[src/rtl/pe_stream_loader_pkg.sv]
// pe_pkg: shared types and constants for the PE stream loader.
//   state_t : sequencer states (IDLE, LOAD, DRAIN, DONE)
//   sel_t   : which stream owns a read (SEL_IFMAP, SEL_FILTER)
//   TAG_WIDTH : width of the {start, end} tag prepended to ifmap words
package pe_pkg;

  typedef enum logic [1:0] {
    IDLE  = 2'd0,
    LOAD  = 2'd1,
    DRAIN = 2'd2,
    DONE  = 2'd3
  } state_t;

  typedef enum logic {
    SEL_IFMAP  = 1'b0,
    SEL_FILTER = 1'b1
  } sel_t;

  localparam int TAG_WIDTH = 2;

endpackage

[src/rtl/pe_stream_loader_rr_arbiter2.sv]
// rr_arbiter2: two-requester round-robin arbiter.
//   i_clk, i_rst_n : clock, asynchronous active-low reset
//   i_clear        : restart arbitration so ifmap wins the next tie
//   i_req[0]/[1]   : ifmap / filter request
//   o_grant        : one-hot grant (combinational from requests)
// The last-granted pointer is registered; on a tie the stream that did
// not win last time is granted.
module rr_arbiter2
  import pe_pkg::*;
(
  input  logic       i_clk,
  input  logic       i_rst_n,
  input  logic       i_clear,
  input  logic [1:0] i_req,
  output logic [1:0] o_grant
);

  sel_t r_last;

  always_comb begin
    o_grant = i_req;
    if (&i_req) begin
      o_grant = (r_last == SEL_FILTER) ? 2'b01 : 2'b10;
    end
  end

  // Pointer starts at "filter went last" so ifmap takes the first tie.
  always_ff @(posedge i_clk or negedge i_rst_n) begin
    if (!i_rst_n) begin
      r_last <= SEL_FILTER;
    end else if (i_clear) begin
      r_last <= SEL_FILTER;
    end else if (o_grant[1]) begin
      r_last <= SEL_FILTER;
    end else if (o_grant[0]) begin
      r_last <= SEL_IFMAP;
    end
  end

endmodule

[src/rtl/pe_stream_loader.sv]
// pe_stream_loader: streams ifmap and filter words from a single-port SRAM
// into the PE ifmap/filter buffers, one pass per i_start pulse.
//   i_start, i_*_base, i_*_len : pass configuration, latched on start in IDLE
//   o_mem_rd_en, o_mem_addr    : SRAM read request
//   i_mem_rdata                : read data, valid the cycle after o_mem_rd_en
//   i_ifmap_full, i_filter_full: buffer full flags (checked at issue only)
//   o_ifmap_wr_en/o_ifmap_wdata: ifmap write, {start_tag, end_tag, data}
//   o_filter_wr_en/o_filter_wdata: filter write
//   o_busy, o_done             : pass in progress / one-cycle completion pulse
module pe_stream_loader
  import pe_pkg::*;
#(
  parameter int DATA_WIDTH = 16,
  parameter int ADDR_WIDTH = 10,
  parameter int LEN_WIDTH  = 8
) (
  input  logic                  i_clk,
  input  logic                  i_rst_n,
  input  logic                  i_start,
  input  logic [ADDR_WIDTH-1:0] i_ifmap_base,
  input  logic [LEN_WIDTH-1:0]  i_ifmap_len,
  input  logic [ADDR_WIDTH-1:0] i_filter_base,
  input  logic [LEN_WIDTH-1:0]  i_filter_len,
  output logic                  o_mem_rd_en,
  output logic [ADDR_WIDTH-1:0] o_mem_addr,
  input  logic [DATA_WIDTH-1:0] i_mem_rdata,
  input  logic                  i_ifmap_full,
  input  logic                  i_filter_full,
  output logic                  o_ifmap_wr_en,
  output logic [DATA_WIDTH+1:0] o_ifmap_wdata,
  output logic                  o_filter_wr_en,
  output logic [DATA_WIDTH-1:0] o_filter_wdata,
  output logic                  o_busy,
  output logic                  o_done
);

  localparam logic [LEN_WIDTH-1:0] LEN_ONE = LEN_WIDTH'(1);

  state_t                 r_state;
  logic [ADDR_WIDTH-1:0]  r_ifmap_base;
  logic [ADDR_WIDTH-1:0]  r_filter_base;
  logic [LEN_WIDTH-1:0]   r_ifmap_len;
  logic [LEN_WIDTH-1:0]   r_filter_len;
  logic [LEN_WIDTH-1:0]   r_ifmap_issued;
  logic [LEN_WIDTH-1:0]   r_filter_issued;
  logic                   r_mem_rd_en;
  logic [ADDR_WIDTH-1:0]  r_mem_addr;
  sel_t                   r_rd_sel;
  logic [TAG_WIDTH-1:0]   r_rd_tags;
  logic                   r_ret_valid;
  sel_t                   r_ret_sel;
  logic [TAG_WIDTH-1:0]   r_ret_tags;
  logic                   r_busy;
  logic                   r_done;

  logic       w_ifmap_left;
  logic       w_filter_left;
  logic       w_ifmap_req;
  logic       w_filter_req;
  logic       w_clear;
  logic       w_ifmap_wr;
  logic       w_filter_wr;
  logic [1:0] w_req;
  logic [1:0] w_grant;

  assign w_ifmap_left  = r_ifmap_issued < r_ifmap_len;
  assign w_filter_left = r_filter_issued < r_filter_len;

  // A read issued last cycle returns this cycle, so a stream with a read
  // registered in r_mem_rd_en still has a word in flight and must wait.
  assign w_ifmap_req  = (r_state == LOAD) && w_ifmap_left && !i_ifmap_full &&
                        !(r_mem_rd_en && (r_rd_sel == SEL_IFMAP));
  assign w_filter_req = (r_state == LOAD) && w_filter_left && !i_filter_full &&
                        !(r_mem_rd_en && (r_rd_sel == SEL_FILTER));
  assign w_req   = {w_filter_req, w_ifmap_req};
  assign w_clear = (r_state == IDLE) && i_start;

  rr_arbiter2 u_arb (
    .i_clk   (i_clk),
    .i_rst_n (i_rst_n),
    .i_clear (w_clear),
    .i_req   (w_req),
    .o_grant (w_grant)
  );

  always_ff @(posedge i_clk or negedge i_rst_n) begin
    if (!i_rst_n) begin
      r_state         <= IDLE;
      r_ifmap_base    <= '0;
      r_filter_base   <= '0;
      r_ifmap_len     <= '0;
      r_filter_len    <= '0;
      r_ifmap_issued  <= '0;
      r_filter_issued <= '0;
      r_mem_rd_en     <= 1'b0;
      r_mem_addr      <= '0;
      r_rd_sel        <= SEL_IFMAP;
      r_rd_tags       <= '0;
      r_ret_valid     <= 1'b0;
      r_ret_sel       <= SEL_IFMAP;
      r_ret_tags      <= '0;
      r_busy          <= 1'b0;
      r_done          <= 1'b0;
    end else begin
      r_mem_rd_en <= 1'b0;
      r_done      <= 1'b0;
      // Return path: the read tag follows the SRAM's one-cycle latency.
      r_ret_valid <= r_mem_rd_en;
      r_ret_sel   <= r_rd_sel;
      r_ret_tags  <= r_rd_tags;
      case (r_state)
        IDLE: begin
          if (i_start) begin
            r_ifmap_base    <= i_ifmap_base;
            r_filter_base   <= i_filter_base;
            r_ifmap_len     <= i_ifmap_len;
            r_filter_len    <= i_filter_len;
            r_ifmap_issued  <= '0;
            r_filter_issued <= '0;
            r_busy          <= 1'b1;
            r_state         <= LOAD;
          end
        end
        LOAD: begin
          if (w_grant[0]) begin
            r_mem_rd_en    <= 1'b1;
            r_mem_addr     <= r_ifmap_base + ADDR_WIDTH'(r_ifmap_issued);
            r_rd_sel       <= SEL_IFMAP;
            r_rd_tags      <= {r_ifmap_issued == '0,
                               r_ifmap_issued == (r_ifmap_len - LEN_ONE)};
            r_ifmap_issued <= r_ifmap_issued + LEN_ONE;
          end else if (w_grant[1]) begin
            r_mem_rd_en     <= 1'b1;
            r_mem_addr      <= r_filter_base + ADDR_WIDTH'(r_filter_issued);
            r_rd_sel        <= SEL_FILTER;
            r_rd_tags       <= '0;
            r_filter_issued <= r_filter_issued + LEN_ONE;
          end
          if (!w_ifmap_left && !w_filter_left) begin
            r_state <= DRAIN;
          end
        end
        DRAIN: begin
          // Any outstanding read is being written this cycle.
          if (!r_mem_rd_en) begin
            r_state <= DONE;
            r_busy  <= 1'b0;
            r_done  <= 1'b1;
          end
        end
        DONE: begin
          r_state <= IDLE;
        end
        default: begin
          r_state <= IDLE;
        end
      endcase
    end
  end

  assign w_ifmap_wr  = r_ret_valid && (r_ret_sel == SEL_IFMAP);
  assign w_filter_wr = r_ret_valid && (r_ret_sel == SEL_FILTER);

  assign o_mem_rd_en    = r_mem_rd_en;
  assign o_mem_addr     = r_mem_addr;
  assign o_ifmap_wr_en  = w_ifmap_wr;
  assign o_ifmap_wdata  = w_ifmap_wr ? {r_ret_tags, i_mem_rdata} : '0;
  assign o_filter_wr_en = w_filter_wr;
  assign o_filter_wdata = w_filter_wr ? i_mem_rdata : '0;
  assign o_busy         = r_busy;
  assign o_done         = r_done;

endmodule

[config.mk]
export PLATFORM = sky130hd
export DESIGN_NAME = pe_stream_loader
export DESIGN_NICKNAME = d
export VERILOG_FILES = /design/src/rtl/pe_stream_loader_pkg.sv /design/src/rtl/pe_stream_loader_rr_arbiter2.sv /design/src/rtl/pe_stream_loader.sv
export SDC_FILE = /design/constraint.sdc
export NUM_CORES = 1
export LEC_CHECK = 0
export BUFFER_PORTS_ARGS = -buffer_cell sky130_fd_sc_hd__buf_4
export CAP_MARGIN = 20
export CORE_ASPECT_RATIO = 0.7
export CORE_MARGIN = 2
export CORE_UTILIZATION = 43
export DETAILED_ROUTE_END_ITERATION = 8
export PLACE_DENSITY_LB_ADDON = 0.2
export SYNTH_ARGS = -nofsm -noshare
export SYNTH_HDL_FRONTEND = slang
export SYNTH_SLANG_ARGS = --single-unit
[constraint.sdc]
create_clock -name i_clk -period 2.7 [get_ports i_clk]
set_input_delay 0.405 -clock i_clk [delete_from_list [all_inputs] [get_ports i_clk]]
set_output_delay 0.405 -clock i_clk [all_outputs]
set_load 0.02 [all_outputs]
---- Yosys cells after proc, flatten, opt, wreduce, memory -nomap -nowiden ----
Cells that the tools add are included.
operators by class
  reduce and logical (&&, ||, !) cells .... 31
  add/sub/neg operators ................... 5
  equality and inequality tests ........... 10
  magnitude comparators ................... 2
  mux-type cells .......................... 31
  bitwise gates (word level) .............. 2
operators with widths
  cell                                                                     count
  8-bit 2-to-1 mux                                                         4
  8-bit case mux with 2 select lines                                       2
  10-bit by 8-bit adder with 10-bit output                                 2
  10-bit 2-to-1 mux                                                        2
  18-bit 2-to-1 mux                                                        1
  8-bit by 1-bit adder with 8-bit output, second input constant            2
  8-bit < comparator                                                       2
  16-bit 2-to-1 mux                                                        1
  2-bit 2-to-1 mux                                                         7
  1-bit logical AND                                                        12
  1-bit 2-to-1 mux                                                         12
  3-bit AND reduction                                                      3
  8-bit == test                                                            1
  8-bit logical NOT                                                        1
  2-bit case mux with 4 select lines                                       1
  8-bit by 1-bit subtractor with 8-bit output, second input constant       1
  1-bit logical NOT                                                        6
  2-bit by 1-bit inequality test with 1-bit output, second input constant  3
  2-bit inequality test, second input constant                             3
  2-bit AND reduction                                                      3
  2-bit nonzero test                                                       3
  2-bit == test, second input constant                                     2
  4-bit AND reduction                                                      1
  3-bit nonzero test                                                       1
  other kinds (4)                                                          5
storage, ports and cells
  bits of input ports ..................... 57
  word-level logic and storage cells ...... 98
  bits in registers ....................... 75
  output and inout port bits .............. 49

---- Logic depth before layout (Yosys ltp) ----
Gate-level depths: netlist of the first run.
  depth after elaboration ................. 9
  gate-level depth with buffers ........... 11
  gate-level depth less buffers ........... 10

---- Cells and area by module ----
Synthesis of the first run repeated with hierarchy kept, for this count alone.
unflattened totals
  cell total of the unflattened synthesis .. 495
  area, all modules ....................... 4,694.5 µm²
modules (own cells, without submodules)
  module            times used  cells each  area an instance (µm²)
  pe_stream_loader  1           488         4,631.9
  rr_arbiter2       1           7           62.6

---- Worst setup path after synthesis of the first run ----
OpenSTA, ideal clock, no wires.
  path type ............................... reg2reg
  from .................................... register r_filter_issued[6]
  to ...................................... register r_filter_issued[3]
  library setup time ...................... 0.142 ns
  slack ................................... 0.202 ns
  data arrival time ....................... 2.355 ns
  path buffers ............................ 1
  data required time ...................... 2.558 ns
  period minus slack after synthesis ...... 2.498 ns
  stages on the path, launching flop included .. 10
  cells stage by stage .................... dfrtp_1 ha_1 and3_1 o211a_1 a2111oi_4 nand4b_2 and2_1 buf_4 o311ai_1 o311ai_1
on the way
  word-level cells in the longest chain between the ends .. 8
  elaborated cells on any way between the ends .. 9
RTL lines
  what                                                                                                        line                                source
  start, declared                                                                                             pe_stream_loader.sv:45              logic [LEN_WIDTH-1:0] r_filter_issued;
  start signal, assigned                                                                                      pe_stream_loader.sv:137             r_filter_issued <= r_filter_issued + LEN_ONE;
  8-bit < comparator (*)                                                                                      pe_stream_loader.sv:67              assign w_filter_left = r_filter_issued < r_filter_len;
  1-bit logical AND (*) (3 in series)                                                                         pe_stream_loader.sv:73              assign w_filter_req = (r_state == LOAD) && w_filter_left && !i_filter_full &&
  2-bit AND reduction                                                                                         pe_stream_loader_rr_arbiter2.sv:22  if (&i_req) begin
  2-bit 2-to-1 mux (*)                                                                                        pe_stream_loader_rr_arbiter2.sv:22
  2-bit by 1-bit inequality test with 1-bit output (no line) / 2-bit inequality test (equally long branches)  n/a
  4-bit AND reduction (no line) (*)                                                                           n/a
Every way passes the cells marked *; elsewhere a longest branch is shown, timed or not.
A chain may end at the register's enable or synchronous reset.

---- Worst setup path after layout of the first run ----
  from .................................... register r_ifmap_len[1]
  to ...................................... register r_filter_issued[4]
on the way
  word-level cells in the longest chain between the ends .. 8
  elaborated cells on any way between the ends .. 9
RTL lines
  what                                                                                                        line                                source
  start, declared                                                                                             pe_stream_loader.sv:42              logic [LEN_WIDTH-1:0] r_ifmap_len;
  start signal, assigned                                                                                      pe_stream_loader.sv:116             r_ifmap_len <= i_ifmap_len;
  8-bit < comparator (*)                                                                                      pe_stream_loader.sv:66              assign w_ifmap_left = r_ifmap_issued < r_ifmap_len;
  1-bit logical AND (*) (3 in series)                                                                         pe_stream_loader.sv:71              assign w_ifmap_req = (r_state == LOAD) && w_ifmap_left && !i_ifmap_full &&
  2-bit AND reduction                                                                                         pe_stream_loader_rr_arbiter2.sv:22
  2-bit 2-to-1 mux (*)                                                                                        pe_stream_loader_rr_arbiter2.sv:22
  2-bit by 1-bit inequality test with 1-bit output (no line) / 2-bit inequality test (equally long branches)  n/a
  4-bit AND reduction (no line) (*)                                                                           n/a
Marks and branches as above.

==> reports/results.tsv, run 1 <==
stage	metric	value	unit
outcome	status	finished clean	
placed_design	Port Buffers	105	
timing	Slew @ Worst Pin	0.989	ns
timing	final setup skew	0.0109	ns
grt	largest net degree at the start of global routing	76	
timing	setup slack after layout	0.104	ns
synth	simple-gate area share of the yosys netlist	17.2	%
routing	Routed WL per cell	16.7	um
pwr	worst-case vdd ir drop	0.000582	V
synth	Synth Cell Area	4870	um2
placed_design	Final GP Congestion	0.917	
synth	Post-Syn Nets	584	
grt	Congestion Overflow GR	0	
routing	Pre-Repair DR Iteration Count	4	
floorplanning	I/O Pins	106	
critical_path	Worst path slowest cell	a2111oi_4	
floorplanning	Die W	131	um
cts	H-tree level count	3	
synth	number of synthesized flops with an enable pin	0	
critical_path	Worst path max stage delay	0.37	ns
cts	clk slew on worst S/H paths	0.06	ns
routing	initial drt markers	163	
cts	TritonCTS Buffers	9	
cts	clk sinks	75	
critical_path	Cell Chain, Critical Path	inv_1, ha_1, nor2b_1, o2111a_1, a2111oi_4, o21a_2, a31oi_1, buf_4, o311ai_4, o311ai_2	
cts	clock buffer depth	2	
finish	most common cell after layout, fill and taps aside	buf_4	
synth	XOR/XNOR Fraction of Synth Area	4.50	%
routing	Via-to-Cell Ratio	5.49	
grt	Most Crowded Layer GR	met2	
finish	Reg area	1880	um2
timing	# setup viols final	0	
grt	grt met1 use	28.5	%
floorplanning	Starting Density	44.2	%
placed_design	post-DP HPWL	9860	um
min_path	Worst Hold Class	primary input to async pin	
pwr	Pwr per Cell Area	1170	nW/um2
timing	post-layout min period	2.60	ns
floorplanning	Die Y	93.0	um
finish	Area Overhead vs Synth	33.6	%
placed_design	Placed Area	6050	um2
timing	Highest Clock Rate	385	MHz
routing	vias	4294	
floorplanning	core area	11000	um2
synth	mux contribution to synthesized area	11.6	%
critical_path	CP delay by family, top	compound AO/OA/AOI/OAI gates	
grt	global-route wire length before repair	21300	um
synth	YS warnings	0	
finish	Total Nets Final	722	
critical_path	reg2reg setup slack	0.10	ns
synth	Seq/Total Area, Yosys	38.6	%
timing	Max-slew headroom	34.1	%
critical_path	endpoint class of the critical path	flip-flop	
finish	most frequent cells in the layout	139 x buf_4, 74 x dfrtp_1, 43 x mux2_2	
synth	Synth cell types	59	
critical_path	Crit path arrival time	2.80	ns
finish	multi-input gate area in the final layout	2910	um2
critical_path	CP required	2.91	ns
timing	Final Cycle Share	96.1	%
synth	Yosys reg bits	75	
critical_path	Crit Path Category	flip-flop to flip-flop	
grt	overall routing resource usage	21.7	%
grt	vias in the first global route	4303	
cts	Skew-Pair Late Insertion Delay	0.34	ns
finish	Filler Cells Inserted	951	
critical_path	Worst R2R End	r_filter_issued[4]	
critical_path	CP Max Fanout	7	
synth	Mapped Cells	486	
critical_path	length in cells of the worst reg-to-reg path	10	
floorplanning	die footprint	12200	um2
routing	Post-route DRC	0	
floorplanning	FP Rows	32	
critical_path	reg-to-reg startpoint	r_ifmap_len[1]	
cts	CTS tree	built	
routing	Total Wirelength	13000	um
routing	DRT antenna net count	0	
timing	Hold Violations, Final	0	
synth	prevailing post-synth register cell	dfrtp_1	
pwr	Leak Pwr	3.24	nW
finish	cell area after layout	6500	um2
cts	clock root cell	clkbuf_16	
synth	largest family of logic cells by synthesized area	simple AND/OR/NAND/NOR gates	
synth	Mean Syn Cell Area	10.0	um2
synth	Synth Area in Compound Gates	13.6	%
finish	layout cells sized above 1	35.1	%
finish	Ant. Diodes	0	
finish	final core utilization	59.0	%
job	max-cap violations	0	
critical_path	Worst Setup Start Kind	flip-flop	
synth	Async SR Flop Fraction	100	%
grt	met3 usage	5.53	%
cts	hold buffer count at CTS	0	
timing	Max Transition Viols Final	0	
grt	antenna violations before repair	0	
critical_path	Worst Path Buf+Inv	2	
synth	Synth Area in Adders	10.8	%
grt	met2 usage	36.4	%
placed_design	pre-CTS WS	-0.0708	ns
layout make-up:
type / count / area share [%]
clock buffer: 11 / 3.73
clock inverter: 5 / 1.54
inverter: 32 / 1.85
multi-input combinational: 366 / 44.7
sequential: 75 / 28.9
tap: 153 / 2.94
timing repair buffer: 140 / 16.4
worst reg2reg max path, cell delays in order (launching register included):
cell and delay [ns]:
dfrtp_1 0.34, inv_1 0.06, ha_1 0.28, nor2b_1 0.13, o2111a_1 0.26, a2111oi_4 0.37
o21a_2 0.28, a31oi_1 0.10, buf_4 0.20, o311ai_4 0.30, o311ai_2 0.14
power by group:
part | internal (W) | total, W | leakage (nW) | switching, W
logic | 0.00194 | 0.00414 | 2.14 | 0.00220
registers | 0.00163 | 0.00203 | 0.928 | 0.000400
clock network | 0.000926 | 0.00141 | 0.169 | 0.000483
total | 0.00450 | 0.00758 | 3.24 | 0.00308
state kept, by name, indices dropped and copies added, names as in the netlist, 2 cells and up:
| register | count |
|---|---|
| o_mem_addr | 10 |
| r_filter_base | 10 |
| r_filter_issued | 8 |
| r_filter_len | 8 |
| r_ifmap_base | 10 |
| r_ifmap_issued | 8 |
| r_ifmap_len | 8 |
| r_rd_tags | 2 |
| r_ret_tags | 2 |
| r_state | 2 |
cell families (layout without fill, tap and decap cells):
family	after synthesis	after routing
compound gates	92	92
buf+inv	45	188
fa+ha+maj	41	41
simple gates	157	157
flops	75	75
xor+xnor	25	25
mux	51	51
Yosys cell counts (10+ instances only):
cell type	count	area (um2)
a21oi_1	21	105
nand2_1	37	139
nor2_1	19	71.3
dfrtp_1	74	1850
xor2_1	10	87.6
inv_1	32	120
and2_1	21	131
o21ai_0	15	75.1
mux2_2	43	484
nand3_1	13	65.1
and3_1	19	119
ha_1	39	488
xnor2_1	15	131
what timing repair did:
item,in CTS,in global routing
setup buffers,0,2
gates resized for setup,2,15
endpoints found under the setup margin,2,22
pin swaps,0,4
routing by layer:
metal | wire length [um] | part of all wire [%]
met1 | 5900 | 45
met2 | 5970 | 46
met3 | 1010 | 7.7
met4 | 164 | 1.3
met5 | 0 | 0
worst max-delay path by stage:
| stage | endpoint | startpoint | cells past startpoint |
|---|---|---|---|
| 2_1_floorplan | r_filter_issued[3] | r_filter_issued[6] | 9 |
| 6_report | r_filter_issued[4] | r_ifmap_len[1] | 10 |
| 4_1_cts | r_filter_issued[4] | r_filter_len[6] | 9 |
| 5_1_grt | r_filter_issued[4] | r_ifmap_len[1] | 10 |
| 3_3_place_gp | r_filter_issued[7] | r_filter_len[7] | 9 |
| 3_5_place_dp | r_filter_issued[7] | r_filter_len[6] | 9 |
metrics by stage:
stage / hold WS [ns] / total power [W] / TNS, ns / std cells
after floorplan: 0.109 / 0.00462 / 0 / 486
after global placement: 0.377 / 0.00586 / 0 / 764
after detailed placement: 0.387 / 0.00600 / -0.0708 / 764
after CTS: 0.271 / 0.00743 / 0 / 780
after global routing: 0.291 / 0.00810 / -0.0643 / 782
final: 0.197 / 0.00758 / 0 / 782
No activity file was read; power rests on OpenSTA's default activity.
==> run 2, diff against run 1 <==
RECOVER_POWER = 50   (was default)
==> run 2 against run 1 <==
Net effect:
- the run now ends with max-capacitance violations, max-slew violations left
- via count about the same
- global-route usage unchanged
- clock power about the same
- sequential power about the same
- non-clock buffer count unchanged
- combinational power down 2%
- final area down 1.0%
- power down 1.1%
- sequential share of layout area up 0.30 points
- utilization down 0.60 points
- largest cell class unchanged
==> reports/results.tsv, run 2 (synthesized netlist as in run 1, its figures left out) <==
stage	metric	value	unit	change
finish	most common cell after layout, fill and taps aside	buf_4		
timing	setup TNS	0	ns	unchanged
grt	overall routing resource usage	21.7	%	unchanged
critical_path	CP Max Fanout	7		unchanged
critical_path	Crit Path Category	flip-flop to flip-flop		
routing	DRT antenna net count	0		unchanged
placed_design	Port Buffers	105		unchanged
cts	TritonCTS Buffers	9		unchanged
cts	clock root cell	clkbuf_16		
pwr	worst-case vdd ir drop	0.000581	V	-0.18%
grt	antenna violations before repair	0		unchanged
routing	Post-route DRC	0		unchanged
finish	Filler Cells Inserted	963		+1.3%
finish	Area Overhead vs Synth	32.2	%	
critical_path	Crit path arrival time	2.80	ns	about the same
placed_design	Placed Area	6050	um2	unchanged
cts	hold buffer count at CTS	0		unchanged
routing	Via-to-Cell Ratio	5.49		about the same
finish	most frequent cells in the layout	121 x buf_4, 74 x dfrtp_1, 43 x mux2_2		
floorplanning	Die W	131	um	unchanged
routing	Total Wirelength	13100	um	+0.39%
routing	vias	4290		-0.093%
critical_path	endpoint class of the critical path	flip-flop		
critical_path	Worst Setup Start Kind	flip-flop		
routing	Pre-Repair DR Iteration Count	5		+1
floorplanning	Die Y	93.0	um	unchanged
cts	CTS tree	built		
timing	# setup viols final	0		unchanged
timing	Hold Violations, Final	0		unchanged
timing	Max-slew headroom	-27.9	%	-62 points
outcome	status	finished with violations		
critical_path	CP required	2.91	ns	about the same
floorplanning	FP Rows	32		unchanged
timing	Highest Clock Rate	385	MHz	about the same
cts	H-tree level count	3		unchanged
timing	post-layout min period	2.60	ns	+0.000711 ns
cts	clock buffer depth	2		unchanged
finish	Ant. Diodes	0		unchanged
min_path	Worst Hold Class	primary input to flip-flop		
grt	global-route wire length before repair	21300	um	unchanged
cts	clk sinks	75		unchanged
job	max-cap violations	1		+1
cts	clk slew on worst S/H paths	0.06	ns	about the same
floorplanning	core area	11000	um2	unchanged
cts	Skew-Pair Late Insertion Delay	0.34	ns	about the same
placed_design	Final GP Congestion	0.917		unchanged
grt	vias in the first global route	4303		unchanged
finish	layout cells sized above 1	32.4	%	-2.7 points
placed_design	post-DP HPWL	9860	um	unchanged
floorplanning	I/O Pins	106		unchanged
floorplanning	Starting Density	44.2	%	unchanged
grt	largest net degree at the start of global routing	76		unchanged
timing	Max Transition Viols Final	76		+76
pwr	Leak Pwr	3.17	nW	-2.1%
floorplanning	die footprint	12200	um2	unchanged
routing	Routed WL per cell	16.7	um	+0.39%
timing	final setup skew	0.0105	ns	-0.000450 ns
pwr	Pwr per Cell Area	1160	nW/um2	about the same
finish	Total Nets Final	722		unchanged
grt	Congestion Overflow GR	0		unchanged
finish	cell area after layout	6430	um2	-1.0%
outcome	violated checks	max-capacitance violations, max-slew violations		
timing	Final Cycle Share	96.2	%	about the same
routing	initial drt markers	160		-1.8%
timing	Slew @ Worst Pin	1.92	ns	+0.929 ns
==> run 2: timing repair <==
item	4_1_cts	5_1_grt
pin swaps	0	4
gates resized for setup	2	15
setup endpoints to repair	2	22
endpoints found under the hold margin	0	0
setup buffers	0	2
==> run 2: stage by stage <==
step	utilization (%)	power [W]	cells	setup WS [ns]	hold slack, ns
after floorplan	-	0.00462	486	0.202	0.109
after global placement	55.0	0.00586	764	0.0560	0.377
after detailed placement	55.0	0.00600	764	-0.0708	0.387
after CTS	58.1	0.00743	780	0.0243	0.271
after global routing	58.4	0.00801	782	-0.0477	0.291
final	58.4	0.00750	782	0.104	0.290
==> run 2: routing by layer <==
metal	GRT usage (%)	vias up	share of wire [%]
met5	0	-	0
met4	5.34	0	1.0
met3	5.53	14	7.7
met2	36.4	188	46
met1	28.5	2057	46
li1	-	2031	-
==> run 2: cell type report <==
type / instances / area (um2) / share of cell area, %
multi-input cells: 366 / 2910 / 45.1
flip-flops and latches: 75 / 1880 / 29.2
repair buffers: 140 / 997 / 15.5
clock buffers: 11 / 243 / 3.77
well taps: 153 / 191 / 2.97
inverters: 32 / 120 / 1.87
clock inverters: 5 / 100 / 1.56
==> run 2: critical path, stage by stage, from the launching register on <==
cell	delay (ns)
dfrtp_1	0.34
inv_1	0.06
ha_1	0.28
nor2b_1	0.13
o2111a_1	0.26
a2111oi_4	0.37
o21a_2	0.28
a31oi_1	0.10
buf_4	0.20
o311ai_4	0.30
o311ai_2	0.14
==> run 2: path summary, 6_finish.rpt <==
kind,cells after the start,startpoint,endpoint,slack [ns]
setup / recovery,10,r_ifmap_len[1],r_filter_issued[4],0.10
setup reg to reg,10,r_ifmap_len[1],r_filter_issued[4],0.10
max in group asynchronous,1,i_rst_n,o_done,0.97
hold / removal,2,i_ifmap_len[7],r_ifmap_len[7],0.29
min in group asynchronous,1,i_rst_n,r_ifmap_base[5],0.57
hold reg to reg,0,r_rd_tags[0],r_ret_tags[0],0.40
==> run 2: power breakdown <==
| part | leakage (nW) | total (W) | switching [W] | internal (W) |
|---|---|---|---|---|
| clock | 0.169 | 0.00141 | 0.000482 | 0.000926 |
| combinational | 2.07 | 0.00406 | 0.00220 | 0.00186 |
| sequential | 0.928 | 0.00203 | 0.000399 | 0.00163 |
| total | 3.17 | 0.00750 | 0.00308 | 0.00441 |
==> run 3, diff against run 2 <==
CORE_ASPECT_RATIO = 0.6   (was 0.7)
MAX_ROUTING_LAYER = met4   (was default)
==> run 3 against run 2 <==
Net effect:
- the run still ends with max-capacitance violations, max-slew violations left
- clock skew is 0.0047 ns lower
- setup slack worse by 0.022 ns
- clock-buffer cell count is 1 higher
- via count is 2.9% lower
- fmax down 0.83%
- clock power fell by 20%
- utilization down 1.5 points
- largest cell class unchanged
==> reports/results.tsv, run 3 (synthesized netlist as in run 1, its figures left out) <==
stage	metric	value	unit	change
finish	Reg area	1880	um2	unchanged
placed_design	Placed Instances	750		-1.8%
min_path	Worst Hold Class	primary input to flip-flop		
routing	Via-to-Cell Ratio	5.40		-1.5%
min_path	min-delay src	i_filter_base[8]		
routing	Total Wirelength	12700	um	-2.7%
timing	Highest Clock Rate	382	MHz	-0.83%
finish	final core utilization	56.9	%	-1.5 points
finish	Ant. Diodes	0		unchanged
critical_path	Worst Path Buf+Inv	3		+1
placed_design	Final GP Congestion	0.847		-7.6%
finish	Total Nets Final	720		-0.28%
timing	Final Cycle Share	97.0	%	+0.80 points
critical_path	Worst path max stage delay	0.41	ns	+0.04 ns
finish	Area Overhead vs Synth	30.4	%	
pwr	Pwr per Cell Area	1130	nW/um2	-2.8%
finish	Post-Layout Cell Count	771		-1.4%
outcome	status	finished with violations		
cts	clk slew on worst S/H paths	0.06	ns	about the same
grt	global-route wire length before repair	20200	um	-5.2%
routing	Routed WL per cell	16.5	um	-1.3%
critical_path	reg-to-reg startpoint	r_ifmap_len[1]		
grt	vias in the first global route	4119		-4.3%
grt	antenna violations before repair	0		unchanged
outcome	violated checks	max-capacitance violations, max-slew violations		
critical_path	Crit path arrival time	2.83	ns	+0.03 ns
pwr	Leak Pwr	3.11	nW	-1.8%
job	max-cap violations	1		unchanged
timing	Max Transition Viols Final	76		unchanged
critical_path	reg2reg setup slack	0.08	ns	-0.02 ns
routing	Pre-Repair DR Iteration Count	5		unchanged
finish	layout cells sized above 1	32.2	%	-0.22 points
critical_path	CP required	2.91	ns	about the same
placed_design	post-DP HPWL	9860	um	about the same
timing	Slew @ Worst Pin	1.90	ns	-0.0137 ns
finish	most frequent cells in the layout	120 x buf_4, 74 x dfrtp_1, 43 x mux2_2		
floorplanning	I/O Pins	106		unchanged
floorplanning	die footprint	12200	um2	+0.12%
cts	H-tree level count	3		unchanged
critical_path	CP delay by family, top	compound AO/OA/AOI/OAI gates		
floorplanning	Die W	141	um	+7.8%
grt	largest net degree at the start of global routing	76		unchanged
timing	# setup viols final	0		unchanged
cts	hold buffer count at CTS	0		unchanged
critical_path	Worst Setup Start Kind	flip-flop		
routing	Post-route DRC	0		unchanged
floorplanning	core area	11100	um2	+1.2%
timing	post-layout min period	2.62	ns	+0.0216 ns
routing	DRT antenna net count	0		unchanged
critical_path	CP Max Fanout	8		+1
cts	clock root cell	clkbuf_16		
cts	clock buffer depth	2		unchanged
pwr	worst-case vdd ir drop	0.000624	V	+7.5%
timing	Max-slew headroom	-27.0	%	+0.91 points
critical_path	Crit. Startpoint	r_ifmap_len[1]		
critical_path	Worst path slowest cell	a2111oi_2		
floorplanning	Starting Density	43.7	%	-0.55 points
placed_design	Port Buffers	105		unchanged
floorplanning	Die Y	86.4	um	-7.1%
grt	overall routing resource usage	21.9	%	+0.21 points
cts	CTS tree	built		
cts	TritonCTS Buffers	9		unchanged
timing	final setup skew	0.00582	ns	-0.00467 ns
critical_path	endpoint class of the critical path	flip-flop		
critical_path	Cell Chain, Critical Path	inv_1, ha_1, nor2b_1, o2111a_1, a2111oi_4, o21a_1, buf_6, buf_4, a2111oi_2, nor2_1, a221o_1		
critical_path	Crit Path Category	flip-flop to flip-flop		
grt	Congestion Overflow GR	0		unchanged
cts	clk sinks	75		unchanged
timing	Hold Violations, Final	0		unchanged
routing	initial drt markers	212		+33%
cts	Skew-Pair Late Insertion Delay	0.33	ns	about the same
routing	vias	4166		-2.9%
finish	Filler Cells Inserted	1014		+5.3%
finish	multi-input gate area in the final layout	2890	um2	-0.47%
finish	most common cell after layout, fill and taps aside	buf_4		
floorplanning	FP Rows	30		-6.3%
==> run 3: cell types whose count changed in the layout (fill, tap and decap cells not counted), moves of 2 or more <==
| cell | delta |
|---|---|
| clkbuf_1 | -2 |
| o311ai_1 | +2 |
| bufinv_16 | -3 |
| clkinvlp_4 | +2 |
==> run 3: final cells by class <==
type	instances	share of cell area (%)
clock buffer	12	4.04
inverter	32	1.89
timing repair buffer	138	15.7
tap	144	2.84
clock inverter	4	0.394
sequential	75	29.6
multi-input combinational	366	45.6
==> run 3: routing by layer <==
metal | vias to the layer above | GRT usage [%] | part of all wire, %
met2 | 154 | 33.1 | 44
li1 | 2024 | - | -
met5 | - | - | 0
met1 | 1979 | 29.4 | 47
met4 | 0 | 5.45 | 0.67
met3 | 9 | 6.13 | 8.1
==> run 3: stage by stage <==
stage | hold slack [ns] | worst slack, ns | TNS (ns) | instance area (um2) | total power [W]
after floorplan | 0.109 | 0.202 | 0 | 4870 | 0.00462
after global placement | 0.389 | 0.102 | 0 | 5990 | 0.00580
after detailed placement | 0.412 | 0.00188 | 0 | 5990 | 0.00592
after CTS | 0.273 | 0.00633 | 0 | 6280 | 0.00709
after global routing | 0.293 | -0.0604 | -0.162 | 6340 | 0.00774
final | 0.300 | 0.0822 | 0 | 6340 | 0.00718
==> run 3: path summary, 6_finish.rpt <==
kind / end / cells after the start
worst min-delay path: r_filter_base[8] / 2
worst max register to register: r_filter_issued[6] / 11
min in group asynchronous: r_ifmap_base[5] / 1
max in group asynchronous: r_filter_issued[6] / 1
worst max-delay path: r_filter_issued[6] / 11
worst min register to register: r_ret_sel / 0
==> run 3: worst register-to-register path, cell delays in order, from the launching register on <==
cell	delay, ns
dfrtp_1	0.39
inv_1	0.08
ha_1	0.27
nor2b_1	0.13
o2111a_1	0.24
a2111oi_4	0.07
o21a_1	0.22
buf_6	0.17
buf_4	0.14
a2111oi_2	0.41
nor2_1	0.09
a221o_1	0.27
==> run 3: power by group <==
part / switching, W / internal (W) / total [W]
combinational: 0.00217 / 0.00187 / 0.00403
sequential: 0.000394 / 0.00163 / 0.00202
clock: 0.000457 / 0.000669 / 0.00113
==> run 3: what timing repair did <==
item | CTS | global route
setup buffers | 0 | 5
resized for setup | 1 | 15
pin swaps | 0 | 6
endpoints found under the setup margin | 3 | 27
